**src/rtl/team_06_timer_pkg.sv**
```systemverilog
// Shared types and default sizes for the elevator shared-timer scheduler.
// Imported by the round-robin arbiter and the scheduler top.
package team_06_timer_pkg;

    typedef enum logic [1:0] {
        IDLE,
        RUN,
        DONE
    } timer_state_t;

    localparam int NREQ_DEF = 3;
    localparam int CW_DEF   = 8;
    localparam int IW_DEF   = 2;

endpackage

```
**src/rtl/team_06_rr_arbiter.sv**
```systemverilog
// Combinational round-robin pick: first set request after last_ptr,
// wrapping modulo NREQ.
module team_06_rr_arbiter
    import team_06_timer_pkg::*;
#(
    parameter int NREQ = NREQ_DEF,
    parameter int IW   = $clog2(NREQ)
) (
    input  logic [NREQ-1:0] req,
    input  logic [IW-1:0]   last_ptr,
    output logic            any_req,
    output logic [IW-1:0]   winner
);

    int idx;

    // Walk the ring farthest-first so the nearest requester overwrites last.
    always_comb begin
        any_req = 1'b0;
        winner  = '0;
        idx     = 0;
        for (int k = NREQ; k >= 1; k--) begin
            idx = (int'(last_ptr) + k) % NREQ;
            if (req[idx]) begin
                any_req = 1'b1;
                winner  = IW'(idx);
            end
        end
    end

endmodule

```
**src/rtl/team_06_timer_sched.sv**
```systemverilog
// Shared countdown timer: round-robin grant, one delay in flight,
// per-requester done pulse and cancel of the active delay.
module team_06_timer_sched
    import team_06_timer_pkg::*;
#(
    parameter int NREQ = NREQ_DEF,
    parameter int CW   = CW_DEF,
    parameter int IW   = $clog2(NREQ)
) (
    input  logic              clk,
    input  logic              nrst,
    input  logic              div_lvl,
    input  logic              div_lvl_past,
    input  logic [NREQ-1:0]   req,
    input  logic [NREQ*CW-1:0] dur,
    input  logic [NREQ-1:0]   cancel,
    output logic [NREQ-1:0]   grant,
    output logic [NREQ-1:0]   done,
    output logic              busy,
    output logic [CW-1:0]     remaining
);

    timer_state_t    state_q, state_d;
    logic [IW-1:0]   cur_q, cur_d;
    logic [IW-1:0]   ptr_q, ptr_d;
    logic [CW-1:0]   rem_q, rem_d;
    logic [NREQ-1:0] grant_q, grant_d;
    logic [NREQ-1:0] done_q, done_d;

    logic            tick;
    logic            any_req;
    logic [IW-1:0]   win;
    logic [CW-1:0]   win_dur;

    assign tick    = div_lvl & ~div_lvl_past;
    assign win_dur = dur[int'(win)*CW +: CW];

    team_06_rr_arbiter #(
        .NREQ (NREQ),
        .IW   (IW)
    ) u_arb (
        .req      (req),
        .last_ptr (ptr_q),
        .any_req  (any_req),
        .winner   (win)
    );

    always_comb begin
        state_d = state_q;
        cur_d   = cur_q;
        ptr_d   = ptr_q;
        rem_d   = rem_q;
        grant_d = grant_q;
        done_d  = '0;
        unique case (state_q)
            IDLE: begin
                grant_d = '0;
                if (any_req) begin
                    cur_d = win;
                    ptr_d = win;
                    rem_d = win_dur;
                    if (win_dur != '0) begin
                        state_d = RUN;
                        grant_d = NREQ'(1) << win;
                    end else begin
                        state_d = DONE;
                        done_d  = NREQ'(1) << win;
                    end
                end
            end
            RUN: begin
                // Cancel wins over an expiry landing in the same cycle.
                if (cancel[cur_q]) begin
                    state_d = IDLE;
                    grant_d = '0;
                    rem_d   = '0;
                end else if (tick) begin
                    if (rem_q == CW'(1)) begin
                        state_d = DONE;
                        grant_d = '0;
                        rem_d   = '0;
                        done_d  = NREQ'(1) << cur_q;
                    end else begin
                        rem_d = rem_q - CW'(1);
                    end
                end
            end
            DONE: begin
                state_d = IDLE;
                grant_d = '0;
                rem_d   = '0;
            end
            default: begin
                state_d = IDLE;
                grant_d = '0;
                rem_d   = '0;
            end
        endcase
    end

    always_ff @(posedge clk or negedge nrst) begin
        if (!nrst) begin
            state_q <= IDLE;
            cur_q   <= '0;
            ptr_q   <= IW'(NREQ - 1);
            rem_q   <= '0;
            grant_q <= '0;
            done_q  <= '0;
        end else begin
            state_q <= state_d;
            cur_q   <= cur_d;
            ptr_q   <= ptr_d;
            rem_q   <= rem_d;
            grant_q <= grant_d;
            done_q  <= done_d;
        end
    end

    assign grant     = grant_q;
    assign done      = done_q;
    assign busy      = (state_q != IDLE);
    assign remaining = rem_q;

endmodule

```
**config.mk**
```make
export PLATFORM = sky130hd
export DESIGN_NAME = team_06_timer_sched
export DESIGN_NICKNAME = d
export VERILOG_FILES = /design/src/rtl/team_06_timer_pkg.sv /design/src/rtl/team_06_rr_arbiter.sv /design/src/rtl/team_06_timer_sched.sv
export SDC_FILE = /design/constraint.sdc
export NUM_CORES = 1
export LEC_CHECK = 0
export CAP_MARGIN = 20
export CORE_MARGIN = 2
export CORE_UTILIZATION = 45
export CTS_CLUSTER_DIAMETER = 60
export CTS_CLUSTER_SIZE = 10
export DETAILED_ROUTE_END_ITERATION = 8
export PLACE_DENSITY = 0.86
export SETUP_SLACK_MARGIN = 0.3
export SYNTH_ARGS = -nofsm -noshare
export SYNTH_HDL_FRONTEND = slang
export SYNTH_SLANG_ARGS = --single-unit
```
**constraint.sdc**
```tcl
create_clock -name clk -period 3.62 [get_ports clk]
set_input_delay 0.543 -clock clk [delete_from_list [all_inputs] [get_ports clk]]
set_output_delay 0.543 -clock clk [all_outputs]
set_load 0.05 [all_outputs]
```
==> results.txt <==
gr ovfl total - 0
Leakage - 0.000885 uW
asr flop ratio synth - 1.00
Avg WL per Cell - 15.4 um
CORE AREA - 0.00334 mm^2
CP max-delay cell - ha_1
Seq cells post-synth - 19
vias in the first global route - 1525
Final period util - 0.863
first-pass GRT wire length - 6.95 mm
clock root buffer - clkbuf_4
final WL - 4.14 mm
syn_nets - 217
ANT cells - 0
IO Pins - 49
CP max stage delay - 0.54 ns
# port buffers - 48
Core Rows - 21
Worst Max-Slew Pin Slew - 0.817 ns
fin crit period - 3.12 ns
slack of the critical path - 0.496 ns
routability cong. - 0.895
cell area after synthesis - 0.00158 mm^2
fmax - 320 MHz
PD cells - 900 mW/mm^2
syn_area_per_cell - 8.90 um^2
RSZ-0062 raised after global routing - no
crit path kind - reg -> reg
Worst setup EP type - flop
Seq/Total Area, Yosys - 0.303
DRT Pass-1 Iters - 4
Final Non-Filler Cells - 269
CP Max Fanout - 12
max_cap viols - 0
yosys warns - 0
crit path cell chain - inv_1 -> ha_1 -> and2_1 -> o22ai_1 -> and3_2 -> or4_1 -> o211ai_2 -> nand4bb_1 -> a22o_1
worst path bufs/invs - 1
Via density - 5.74
DR iter-0 viols - 77
pre-CTS setup slack - 0.442 ns
CP Launch Type - flop
antenna violations before repair - 0
layout overhead on the synthesized area - 34.3%
setup_tns - 0 ns
Synth Flop Type - dfrtp_1
Final Hold Viols - 0
worst hold path class - reg -> reg
worst-case clock buffer depth - 2
layout cells sized above 1 - 0.0897
die area - 0.00399 mm^2
most frequent cells in the layout - 48 x clkdlybuf4s50_1, 18 x nor2_1, 18 x dfrtp_1
Synth Instances - 177
nets - 264
Crit path max-delay family - simple AND/OR/NAND/NOR gates
worst path required time - 3.82 ns
GR Util All Layers - 0.212
vias after detailed routing - 1544
commonest non-fill, non-tap cell in the layout - clkdlybuf4s50_1
dpl hpwl - 3.23 mm
largest net degree at the start of global routing - 20
Netlist cell types - 51
TritonCTS clock tree - built
CTS Buf Count - 3
Final setup viols - 0
Critical Path AT - 3.32 ns
worst rel slew slack - 0.454
Placed Cells - 265
Slew Viols, Final - 0
final setup skew - 0.00415 ns
Die Ht - 63.2 um
status - finished, final reports clean
setup bufs post-CTS - 0
Max VDD drop - 0.429 mV
hold bufs inserted after CTS - 0
starting density of the core - 0.472
Chip Width - 63.2 um
CTS Sinks - 19
clock-pin slew on the worst setup and hold paths - 0.11 ns
number of flops mapped to enable cells by yosys - 0
worst skew pair latency - 0.29 ns
H-tree Lvls - 1
DRC - 0
ANT nets after route - 0
-- flip-flops by register name, summed over array words and instances, names as in the netlist --
signal / flops
cur_q: 2
done: 3
grant: 3
ptr_q: 1
remaining: 8
state_q: 2
-- area by class of cell --
type | instances | area, um^2
timing repair buffer | 49 | 488
sequential | 19 | 477
tap | 46 | 57.6
multi-input combinational | 142 | 1030
inverter | 9 | 33.8
fill | 309 | 1220
clock inverter | 1 | 5.00
clock buffer | 3 | 22.5
-- per-stage QoR --
step	power (uW)	hold slack, ns	utilization	instance area (um^2)
after floorplan	1450	0.247	-	1580
after global placement	1770	0.499	0.624	2080
after detailed placement	1790	0.485	0.624	2080
after CTS	1900	0.524	0.632	2110
after global routing	2040	0.550	0.634	2120
final	1900	0.517	0.634	2120
-- path summary, 6_finish.rpt --
check / startpoint / end / slack [ns] / depth (start not counted)
setup / recovery: cur_q[0] / grant[1] / 0.50 / 9
hold / removal: grant[0] / grant[0] / 0.52 / 1
setup reg to reg: cur_q[0] / grant[1] / 0.50 / 9
hold reg to reg: grant[0] / grant[0] / 0.52 / 1
max in group asynchronous: nrst / cur_q[0] / 2.41 / 1
min in group asynchronous: nrst / remaining[4] / 0.71 / 1
-- power breakdown --
group / total, uW / switching (uW) / internal, uW
Sequential: 385 / 85.2 / 300
Combinational: 1410 / 854 / 558
Clock: 106 / 65.1 / 41.1
Total: 1900 / 1000 / 899
-- worst reg2reg max path, stage by stage, from the launching register on --
cell	delay (ns)
dfrtp_1	0.52
inv_1	0.13
ha_1	0.54
and2_1	0.19
o22ai_1	0.12
and3_2	0.33
or4_1	0.45
o211ai_2	0.19
nand4bb_1	0.26
a22o_1	0.30
-- cells by family (layout without fill, tap and decap cells) --
family                   Yosys count  in the layout  synth area share
buffers and inverters             16             62            0.0461
multiplexers                      10             10            0.0778
adder cells (fa/ha/maj)            6              6            0.0477
AO/OA/AOI/OAI                     53             53             0.263
flip-flops                        19             19             0.303
AND/OR/NAND/NOR                   73             73             0.263
-- what timing repair did --
action	in CTS	in global routing
gates resized for setup	0	2
endpoints found under the setup margin	0	4
hold endpoints to repair	0	0
-- cells in the mapped netlist, drive strengths merged (2+ instances only) --
| cell | instances | area share |
|---|---|---|
| dfrtp | 18 | 0.29 |
| nor2 | 18 | 0.043 |
| o21ai | 13 | 0.041 |
| inv | 9 | 0.021 |
| mux2i | 8 | 0.061 |
| nand2 | 8 | 0.019 |
| nand3 | 8 | 0.025 |
| a21oi | 6 | 0.019 |
| ha | 6 | 0.048 |
| o211ai | 6 | 0.032 |
| a21o | 5 | 0.024 |
| a22o | 5 | 0.028 |
| buf | 5 | 0.020 |
| nor2b | 5 | 0.020 |
| a211o | 4 | 0.022 |
| nand2b | 4 | 0.016 |
| nand3b | 4 | 0.019 |
| nand4 | 4 | 0.016 |
| nor4 | 4 | 0.016 |
| nor3 | 3 | 0.0095 |
| nor3b | 3 | 0.014 |
| a211oi | 2 | 0.0095 |
| a221oi | 2 | 0.015 |
| and3 | 2 | 0.0079 |
| clkbuf | 2 | 0.0048 |
| mux2 | 2 | 0.017 |
| o22ai | 2 | 0.0079 |
| o31a | 2 | 0.013 |
| or2 | 2 | 0.0079 |
-- metal layers --
metal / track usage / routed length (um) / vias to the layer above
li1: - / - / 761
met5: 0 / 0 / -
met4: 0.0194 / 21 / 0
met3: 0.0464 / 215 / 2
met2: 0.364 / 1960 / 48
met1: 0.282 / 1940 / 733
No activity file was read; power rests on OpenSTA's default activity.
